--- config.mk ---
export PLATFORM = sky130hd
export DESIGN_NAME = nodetable_mem_ctrl
export DESIGN_NICKNAME = d
export VERILOG_FILES = /design/src/rtl/nodetable_pkg.sv /design/src/rtl/nodetable_mem_ctrl_rr_arbiter2.sv /design/src/rtl/nodetable_mem_ctrl.sv
export SDC_FILE = /design/constraint.sdc
export NUM_CORES = 1
export LEC_CHECK = 0
export ABC_AREA = 1
export ABC_CLOCK_PERIOD_IN_PS = 1900
export CORE_ASPECT_RATIO = 1.1
export CORE_MARGIN = 4
export CORE_UTILIZATION = 34
export CTS_CLUSTER_DIAMETER = 80
export DETAILED_ROUTE_END_ITERATION = 12
export DONT_BUFFER_PORTS = 1
export PLACE_DENSITY = 0.47
export SLEW_MARGIN = 20
export SYNTH_ARGS = -nofsm -noshare
export SYNTH_HDL_FRONTEND = slang
export SYNTH_HIERARCHICAL = 1
export SYNTH_SLANG_ARGS = --single-unit
--- constraint.sdc ---
create_clock -name clk -period 1.9 [get_ports clk]
set_input_delay 0.38 -clock clk [delete_from_list [all_inputs] [get_ports clk]]
set_output_delay 0.38 -clock clk [all_outputs]
set_load 0.005 [all_outputs]
--- src/rtl/nodetable_pkg.sv ---
// Shared types and defaults for the node-information table memory controller.
package nodetable_pkg;

    localparam int WORD_WIDTH_DEF = 16;
    localparam int ADDR_WIDTH_DEF = 6;
    localparam int DEPTH_DEF      = 64;

    typedef enum logic [1:0] {
        IDLE   = 2'd0,
        ACCESS = 2'd1,
        RDWAIT = 2'd2,
        CLEAR  = 2'd3
    } state_t;

    localparam logic REQ0 = 1'b0;
    localparam logic REQ1 = 1'b1;

endpackage

--- src/rtl/nodetable_mem_ctrl_rr_arbiter2.sv ---
// Two-way round-robin arbiter; the pointer moves only when a grant is taken.
module rr_arbiter2 (
    input  logic       clk,
    input  logic       rst_n,
    input  logic [1:0] req,
    input  logic       upd,
    output logic [1:0] gnt
);

    // ptr_r = 0 favours requester 0 on contention
    logic ptr_r;

    // Grant selection from current requests and pointer
    always_comb begin
        gnt = 2'b00;
        case (req)
            2'b01:   gnt = 2'b01;
            2'b10:   gnt = 2'b10;
            2'b11:   gnt = ptr_r ? 2'b10 : 2'b01;
            default: gnt = 2'b00;
        endcase
    end

    // Pointer register: favour the requester that was not just granted
    always_ff @(posedge clk or negedge rst_n) begin
        if (!rst_n) begin
            ptr_r <= 1'b0;
        end else if (upd && (gnt != 2'b00)) begin
            ptr_r <= gnt[0];
        end else begin
            ptr_r <= ptr_r;
        end
    end

endmodule

--- src/rtl/nodetable_mem_ctrl.sv ---
// Sequencer/arbiter for the single-port node table bank with clear sweep.
// Optional conflict counter enabled by defining NODETABLE_CONFLICT_CNT_EN.
module nodetable_mem_ctrl
    import nodetable_pkg::*;
#(
    parameter int                    WORD_WIDTH = WORD_WIDTH_DEF,
    parameter int                    ADDR_WIDTH = ADDR_WIDTH_DEF,
    parameter int                    DEPTH      = DEPTH_DEF,
    parameter logic [WORD_WIDTH-1:0] CLR_VALUE  = {WORD_WIDTH{1'b0}}
) (
    input  logic                  clk,
    input  logic                  nrst,
    input  logic                  clr_start,
    output logic                  clr_busy,
    input  logic                  r0_req,
    input  logic                  r0_we,
    input  logic [ADDR_WIDTH-1:0] r0_index,
    input  logic [WORD_WIDTH-1:0] r0_wdata,
    output logic                  r0_gnt,
    output logic                  r0_rvalid,
    output logic [WORD_WIDTH-1:0] r0_rdata,
    input  logic                  r1_req,
    input  logic                  r1_we,
    input  logic [ADDR_WIDTH-1:0] r1_index,
    input  logic [WORD_WIDTH-1:0] r1_wdata,
    output logic                  r1_gnt,
    output logic                  r1_rvalid,
    output logic [WORD_WIDTH-1:0] r1_rdata,
`ifdef NODETABLE_CONFLICT_CNT_EN
    output logic [15:0]           conflict_cnt,
`endif
    output logic                  mem_wr_en,
    output logic [ADDR_WIDTH-1:0] mem_index,
    output logic [WORD_WIDTH-1:0] mem_data_in,
    input  logic [WORD_WIDTH-1:0] mem_data_out
);

    localparam logic [ADDR_WIDTH-1:0] LAST_IDX = ADDR_WIDTH'(DEPTH - 1);

    state_t                state_r, state_nxt;
    logic                  clr_pend_r, pend_nxt;
    logic                  win_id_r, win_nxt;
    logic                  lat_we_r, we_nxt;
    logic                  mem_wr_en_r, wr_en_nxt;
    logic [ADDR_WIDTH-1:0] mem_index_r, index_nxt;
    logic [WORD_WIDTH-1:0] mem_data_in_r, data_nxt;
    logic                  clr_busy_r, busy_nxt;
    logic                  r0_gnt_r, gnt0_nxt, r1_gnt_r, gnt1_nxt;
    logic                  r0_rvalid_r, rv0_nxt, r1_rvalid_r, rv1_nxt;
    logic [WORD_WIDTH-1:0] r0_rdata_r, rd0_nxt, r1_rdata_r, rd1_nxt;
    logic [1:0]            arb_gnt_s;
    logic                  arb_upd_s;
    logic                  clr_go_s;
    logic                  sel_we_s;
    logic [ADDR_WIDTH-1:0] sel_index_s;
    logic [WORD_WIDTH-1:0] sel_wdata_s;

    rr_arbiter2 u_arb (
        .clk   (clk),
        .rst_n (nrst),
        .req   ({r1_req, r0_req}),
        .upd   (arb_upd_s),
        .gnt   (arb_gnt_s)
    );

    assign sel_we_s    = arb_gnt_s[1] ? r1_we    : r0_we;
    assign sel_index_s = arb_gnt_s[1] ? r1_index : r0_index;
    assign sel_wdata_s = arb_gnt_s[1] ? r1_wdata : r0_wdata;

    // Next-state and next-output decode; bus values are computed one cycle early and registered
    always_comb begin
        state_nxt = state_r;
        pend_nxt  = clr_pend_r;
        win_nxt   = win_id_r;
        we_nxt    = lat_we_r;
        wr_en_nxt = 1'b0;
        index_nxt = mem_index_r;
        data_nxt  = mem_data_in_r;
        busy_nxt  = 1'b0;
        gnt0_nxt  = 1'b0;
        gnt1_nxt  = 1'b0;
        rv0_nxt   = 1'b0;
        rv1_nxt   = 1'b0;
        rd0_nxt   = r0_rdata_r;
        rd1_nxt   = r1_rdata_r;
        arb_upd_s = 1'b0;
        clr_go_s  = 1'b0;
        case (state_r)
            IDLE: begin
                if (clr_start || clr_pend_r) begin
                    state_nxt = CLEAR;
                    pend_nxt  = 1'b0;
                    clr_go_s  = 1'b1;
                    wr_en_nxt = 1'b1;
                    index_nxt = {ADDR_WIDTH{1'b0}};
                    data_nxt  = CLR_VALUE;
                    busy_nxt  = 1'b1;
                end else if (arb_gnt_s != 2'b00) begin
                    state_nxt = ACCESS;
                    arb_upd_s = 1'b1;
                    win_nxt   = arb_gnt_s[1] ? REQ1 : REQ0;
                    we_nxt    = sel_we_s;
                    wr_en_nxt = sel_we_s;
                    index_nxt = sel_index_s;
                    data_nxt  = sel_wdata_s;
                    gnt0_nxt  = arb_gnt_s[0];
                    gnt1_nxt  = arb_gnt_s[1];
                end else begin
                    state_nxt = IDLE;
                end
            end
            ACCESS: begin
                if (clr_start) begin
                    pend_nxt = 1'b1;
                end else begin
                    pend_nxt = clr_pend_r;
                end
                state_nxt = lat_we_r ? IDLE : RDWAIT;
            end
            RDWAIT: begin
                if (clr_start) begin
                    pend_nxt = 1'b1;
                end else begin
                    pend_nxt = clr_pend_r;
                end
                state_nxt = IDLE;
                if (win_id_r == REQ1) begin
                    rd1_nxt = mem_data_out;
                    rv1_nxt = 1'b1;
                end else begin
                    rd0_nxt = mem_data_out;
                    rv0_nxt = 1'b1;
                end
            end
            CLEAR: begin
                // Counter sits at the last index once the sweep is done
                if (mem_index_r == LAST_IDX) begin
                    state_nxt = IDLE;
                end else begin
                    wr_en_nxt = 1'b1;
                    busy_nxt  = 1'b1;
                    index_nxt = mem_index_r + ADDR_WIDTH'(1);
                end
            end
            default: begin
                state_nxt = IDLE;
            end
        endcase
    end

    // State and registered outputs
    always_ff @(posedge clk or negedge nrst) begin
        if (!nrst) begin
            state_r       <= IDLE;
            clr_pend_r    <= 1'b0;
            win_id_r      <= REQ0;
            lat_we_r      <= 1'b0;
            mem_wr_en_r   <= 1'b0;
            mem_index_r   <= {ADDR_WIDTH{1'b0}};
            mem_data_in_r <= {WORD_WIDTH{1'b0}};
            clr_busy_r    <= 1'b0;
            r0_gnt_r      <= 1'b0;
            r1_gnt_r      <= 1'b0;
            r0_rvalid_r   <= 1'b0;
            r1_rvalid_r   <= 1'b0;
            r0_rdata_r    <= {WORD_WIDTH{1'b0}};
            r1_rdata_r    <= {WORD_WIDTH{1'b0}};
        end else begin
            state_r       <= state_nxt;
            clr_pend_r    <= pend_nxt;
            win_id_r      <= win_nxt;
            lat_we_r      <= we_nxt;
            mem_wr_en_r   <= wr_en_nxt;
            mem_index_r   <= index_nxt;
            mem_data_in_r <= data_nxt;
            clr_busy_r    <= busy_nxt;
            r0_gnt_r      <= gnt0_nxt;
            r1_gnt_r      <= gnt1_nxt;
            r0_rvalid_r   <= rv0_nxt;
            r1_rvalid_r   <= rv1_nxt;
            r0_rdata_r    <= rd0_nxt;
            r1_rdata_r    <= rd1_nxt;
        end
    end

`ifdef NODETABLE_CONFLICT_CNT_EN
    logic [15:0] conflict_cnt_r;

    // Saturating count of IDLE cycles with both requesters contending
    always_ff @(posedge clk or negedge nrst) begin
        if (!nrst) begin
            conflict_cnt_r <= 16'h0000;
        end else if (clr_go_s) begin
            conflict_cnt_r <= 16'h0000;
        end else if ((state_r == IDLE) && r0_req && r1_req && (conflict_cnt_r != 16'hFFFF)) begin
            conflict_cnt_r <= conflict_cnt_r + 16'h0001;
        end else begin
            conflict_cnt_r <= conflict_cnt_r;
        end
    end

    assign conflict_cnt = conflict_cnt_r;
`endif

    assign clr_busy    = clr_busy_r;
    assign r0_gnt      = r0_gnt_r;
    assign r1_gnt      = r1_gnt_r;
    assign r0_rvalid   = r0_rvalid_r;
    assign r1_rvalid   = r1_rvalid_r;
    assign r0_rdata    = r0_rdata_r;
    assign r1_rdata    = r1_rdata_r;
    assign mem_wr_en   = mem_wr_en_r;
    assign mem_index   = mem_index_r;
    assign mem_data_in = mem_data_in_r;

endmodule
==> metrics.txt, run 1 <==
critical path capture point type register; Die Ht 107.3 um; first-pass GRT wire length 11.50 mm; aggregate global-route resource usage 13.74%; Critical Path AT 1930 ps; Leak Pwr 0.001694 uW; Final Slew Violations 0; initial antenna violation count 0; Clock Root Buffer clkbuf_8; slew margin rel. 68.80%; layout cells sized above 1 13.95%; Least-Margin Pin Slew 463.8 ps; vias in the first global route 2180; RD Place Congestion 0.7696; largest cells by area after synthesis dfrtp_1, nand2_1, o21ai_0, mux2i_1, inv_1; failing checks hold timing; type of the worst setup path register to register; TritonCTS Buffers 9; Starting Density 35.54%; register area share after synthesis 54.14%; total number of vias 2121; ANT nets after route 0; clk_lat worst skew 340 ps; Post-synth ARST share 100.0%; dpl cell area 3157 um2; Max VDD drop 0.3837 mV; final wirelength 6.901 mm; die area 10550 um2; startpoint types register; Final setup viols 0; nets 404; dpl cells 432; # DRC 0; drt pass-1 iters 4; die width 98.31 um; Worst Path Required 2140 ps; Non-Filler Instances 448; synthesis-to-layout area growth 10.62%; Synth Flop Type dfrtp_1; Clock Skew 10.59 ps; Max Cap Viol 0; Starting DRT DRC Count 89; mean post-synth cell area 9.272 um2; DP HPWL 4.936 mm; Clock transition at path regs 80 ps; period utilization 88.93%; CTS tree yes; vias per inst 4.734; wire per inst 15.40 um; total power divided by cell area 841.6 nW/um2; number of synthesized flops with an enable pin 0; count of different cell masters after synthesis 28; Yosys reg bits 66; total grt overflow 0; HP Class primary input to async pin; TritonCTS Sinks 66; Final Util 39.31%; H-tree lvl count 3; Mapped Cells 329; minimum hold slack -275.4 ps; final hold vios 66; Yosys warnings 6; fin area 3374 um2; syn nets 401; post-CTS sizing 0; maximum number of pins on one net before global-route repair 67; Setup TNS 0 ps; cell taking the most area after synthesis dfrtp_1; core area 8583 um2; ANT cells 0; # port buffers 0; crit path time final 1690 ps; # Post-CTS Setup Buffers 0; status finished with violations; clk buf depth 2; Worst Path Max Fanout 18; synth cell count leaders nand2_1, dfrtp_1, o21ai_0, inv_1, mux2i_1; Yosys top cell area share 54.14%; Pwr Total 2840 uW; Fmax achieved 591.9 MHz; count leader, synth nand2_1; Ports 127; Post-Syn Area 3050 um2; Site Rows 35; RSZ-0062 raised after global routing no
-- through the flow --
stage	hold slack [ps]	setup slack (ps)
6_report	-275.4	210.4
5_1_grt	-301.5	60.16
4_1_cts	-293.8	199.6
3_5_place_dp	86.47	211.5
3_3_place_gp	86.33	263.7
2_1_floorplan	84.41	467.8
-- cells by family (layout without fill, tap and decap cells) --
family / Yosys count / count (layout) / synth area share [%]
AOI/OAI and AO/OA: 72 / 72 / 13.49
adders and majority gates: 5 / 5 / 2.051
DFF: 66 / 66 / 54.14
and+or+nand+nor: 121 / 121 / 18.09
buffers and inverters: 49 / 57 / 6.973
muxes: 16 / 16 / 5.250
-- per-layer routing --
metal	GRT usage, %	vias to the layer above	share of wire [%]
met5	0	-	0
met4	5.561	0	1.1
met3	4.731	10	8.4
met2	21.69	81	48
met1	17.23	968	43
li1	-	1062	-
-- report_power, final --
group	total, uW	internal, uW	switching, uW
Clock	1290	736	558
Sequential	1450	1430	18.0
Combinational	101	44.9	56.3
Total	2840	2210	632
-- registers in the layout (all words and copies together) (netlist names), 2 cells and up --
name and cells:
mem_data_in 16, r0_rdata 16, r1_rdata 16, mem_index 6
state_r 2
-- cell type report --
type / count / area [um2]
inverter: 37 / 138.9
sequential: 66 / 1652
clock inverter: 7 / 93.84
multi-input combinational: 214 / 1197
timing repair buffer: 4 / 30.03
fill: 897 / 5209
tap: 111 / 138.9
clock buffer: 9 / 123.9
-- final timing paths --
path | from | endpoint | slack (ps) | cells past startpoint
worst max-delay path | u_arb/ptr_r$_DFFE_PN0P_ | u_arb/ptr_r$_DFFE_PN0P_ | 210 | 8
worst min-delay path | nrst | mem_data_in[0]$_DFFE_PN0P_ | -280 | 0
worst max register to register | u_arb/ptr_r$_DFFE_PN0P_ | u_arb/ptr_r$_DFFE_PN0P_ | 210 | 8
worst min register to register | lat_we_r$_DFFE_PN0P_ | lat_we_r$_DFFE_PN0P_ | 490 | 2
max in group asynchronous | nrst | r0_rdata[12]$_DFFE_PN0P_ | 2070 | 0
min in group clk | r0_req | u_arb/ptr_r$_DFFE_PN0P_ | 190 | 2
-- worst max-delay path, stage by stage, from the launching register on --
cell	delay, ps
dfrtp_1	400
a21boi_0	410
nor2_4	80
nor2_4	180
nand2_4	200
inv_1	150
nand2_1	60
nand2_1	50
nand2_1	50
-- cell usage in the layout (no fill, tap or decap) --
cell / n
nand2_4: 3
mux2i_1: 16
o21ai_1: 5
or2_2: 2
buf_4: 4
nand3_2: 1
clkinv_4: 1
dfrtp_1: 66
a22oi_1: 2
o21bai_1: 1
bufinv_16: 2
clkbuf_8: 9
o211ai_1: 2
nor2_2: 2
o21ai_0: 47
clkinv_2: 2
nand3_1: 6
a21boi_0: 1
o21ai_2: 9
nand2_1: 96
ha_1: 5
nor2_1: 4
clkinvlp_4: 2
inv_2: 4
a21oi_1: 4
nor2_4: 4
or2_0: 2
inv_1: 33
nor2_8: 1
a21boi_4: 1
No activity file was read; power rests on OpenSTA's default activity.
==> run 2: changes to the inputs <==
- PLACE_DENSITY: 0.47 -> default
==> run 2 against run 1 <==
The flow still finishes with violations (hold timing). Worst setup slack gained 90 ps. Die area stayed put. Clock skew hardly changed. Hold slack improved by 10 ps. Design area is 1.9% higher. Fmax increased by 5.6%. Utilization up 0.73 points. Clock power up 20%. Largest power group is now clock.
==> metrics.txt, run 2 (synthesis results as in run 1) <==
status finished with violations; failing checks hold timing; commonest cells after routing, fill and taps aside nand2_1, dfrtp_1, o21ai_0, inv_1, mux2i_1; critical path capture point type register; Setup TNS 0 ps (unchanged); # Post-CTS Setup Buffers 0 (unchanged); nets 407 (+0.74%); Int Power 2486 uW (+13%); Worst Path Max Fanout 18 (unchanged); Switching Fraction 19.83% (-2.4 points); dpl cell area 3172 um2 (+0.48%); Die Ht 107.3 um (unchanged); drt pass-1 iters 4 (unchanged); # DRC 0 (unchanged); dpl cells 435 (+0.69%); clk buf depth 2 (unchanged); Starting DRT DRC Count 125 (+40%); aggregate global-route resource usage 13.32% (-0.42 points); die area 10550 um2 (unchanged); Starting Density 35.54% (unchanged); synthesis-to-layout area growth 12.67%; ANT cells 0 (unchanged); final wirelength 6.772 mm (-1.9%); wire per inst 15.02 um (-2.5%); Clock Root Buffer clkbuf_8; core area 8583 um2 (unchanged); final hold vios 66 (unchanged); DP HPWL 4.967 mm (+0.61%); total grt overflow 0 (unchanged); fin area 3437 um2 (+1.9%); Combinational Power Share 3.3% (-0.3 points); Max VDD drop 0.3617 mV (-5.7%); # port buffers 0 (unchanged); ANT nets after route 0 (unchanged); type of the worst setup path register to register; startpoint types register; RSZ-0062 raised after global routing no; Psw 614.6 uW (-2.8%); H-tree lvl count 3 (unchanged); crit path time final 1600 ps (-89.97 ps); Leak Pwr 0.001730 uW (+2.1%); vias in the first global route 2187 (+0.32%); Clock Skew 10.25 ps (-0.3393 ps); Max Cap Viol 0 (unchanged); Clock power frac 50.1% (+4.5 points); Final Util 40.04% (+0.73 points); clk_lat worst skew 340 ps (about the same); RD Place Congestion 0.7957 (+3.4%); vias per inst 4.776 (+0.88%); Clock transition at path regs 80 ps (about the same); Worst Path Required 2130 ps (about the same); Least-Margin Pin Slew 424.4 ps (-39.37 ps); TritonCTS Buffers 9 (unchanged); Pwr Total 3100 uW (+9.2%); Non-Filler Instances 451 (+0.67%); TritonCTS Sinks 66 (unchanged); layout cells sized above 1 14.41% (+0.47 points); CTS tree yes; slew margin rel. 71.71% (+2.9 points); maximum number of pins on one net before global-route repair 67 (unchanged); HP Class primary input to async pin; Final setup viols 0 (unchanged); Critical Path AT 1830 ps (-100 ps); Ports 127 (unchanged); initial antenna violation count 0 (unchanged); minimum hold slack -264.9 ps (+10.41 ps); Fmax achieved 625.1 MHz (+5.6%); Final Slew Violations 0 (unchanged); die width 98.31 um (unchanged); commonest non-fill, non-tap cell in the layout nand2_1; period utilization 84.19% (-4.7 points); total power divided by cell area 902.0 nW/um2 (+7.2%); Site Rows 35 (unchanged); reg2reg setup slack 300 ps (+90 ps); total number of vias 2154 (+1.6%); first-pass GRT wire length 11.25 mm (-2.1%); Reg power frac 46.6% (-4.3 points)
==> run 2: metrics by stage <==
stage	hold slack [ps]	worst slack (ps)
final	-264.9	300.4
after global routing	-304.4	122.4
after CTS	-287.1	268.7
after detailed placement	85.66	282.5
after global placement	85.99	327.4
after floorplan	84.41	467.8
==> run 2: path summary, 6_finish.rpt <==
check | startpoint | endpoint | depth (start not counted)
worst min-delay path | nrst | mem_data_in[5]$_DFFE_PN0P_ | 0
worst max-delay path | state_r[0]$_DFFE_PN0P_ | mem_index[5]$_DFFE_PN0P_ | 10
max in group asynchronous | nrst | r0_rdata[13]$_DFFE_PN0P_ | 0
worst min register to register | lat_we_r$_DFFE_PN0P_ | lat_we_r$_DFFE_PN0P_ | 2
worst max register to register | state_r[0]$_DFFE_PN0P_ | mem_index[5]$_DFFE_PN0P_ | 10
min in group clk | r0_req | u_arb/ptr_r$_DFFE_PN0P_ | 2
==> run 2: timing repair <==
action / in CTS / in global routing
endpoints found under the setup margin: 0 / 0
endpoints found under the hold margin: 66 / 66
resized for setup: 0 / 0
==> run 2: power by group through the flow <==
stage                     clock network [uW]  registers (uW)  logic (uW)
after floorplan                            0            1470        86.6
after global placement                     0            1470         100
after detailed placement                   0            1470         104
after CTS                               1600            1450         103
after global routing                    1680            1450         116
final                                   1550            1450         102
==> run 2: per-layer routing <==
layer	track usage [%]	vias to the layer above	share of wire [%]
met5	0	-	0
met4	6.049	0	1.8
met3	4.472	10	6.3
met2	21.55	71	50
met1	16.06	1005	42
li1	-	1068	-
==> run 2: worst max-delay path: stages, from the launching register on <==
cell and delay (ps):
dfrtp_1 370, inv_1 80, ha_1 210, inv_2 130, nor2_4 80, nor2_8 270, nand2_4 80, nand2_4 110
inv_2 60, nand2_1 60, nand2_1 40
==> run 2: layout make-up <==
type                    instances  area (um2)
fillers                       883        5146
well taps                     111       138.9
repair buffers                  7       52.55
inverters                      37       138.9
clock inverters                 6       137.6
clock buffers                  10       127.6
multi-input cells             214        1190
flip-flops and latches         66        1652
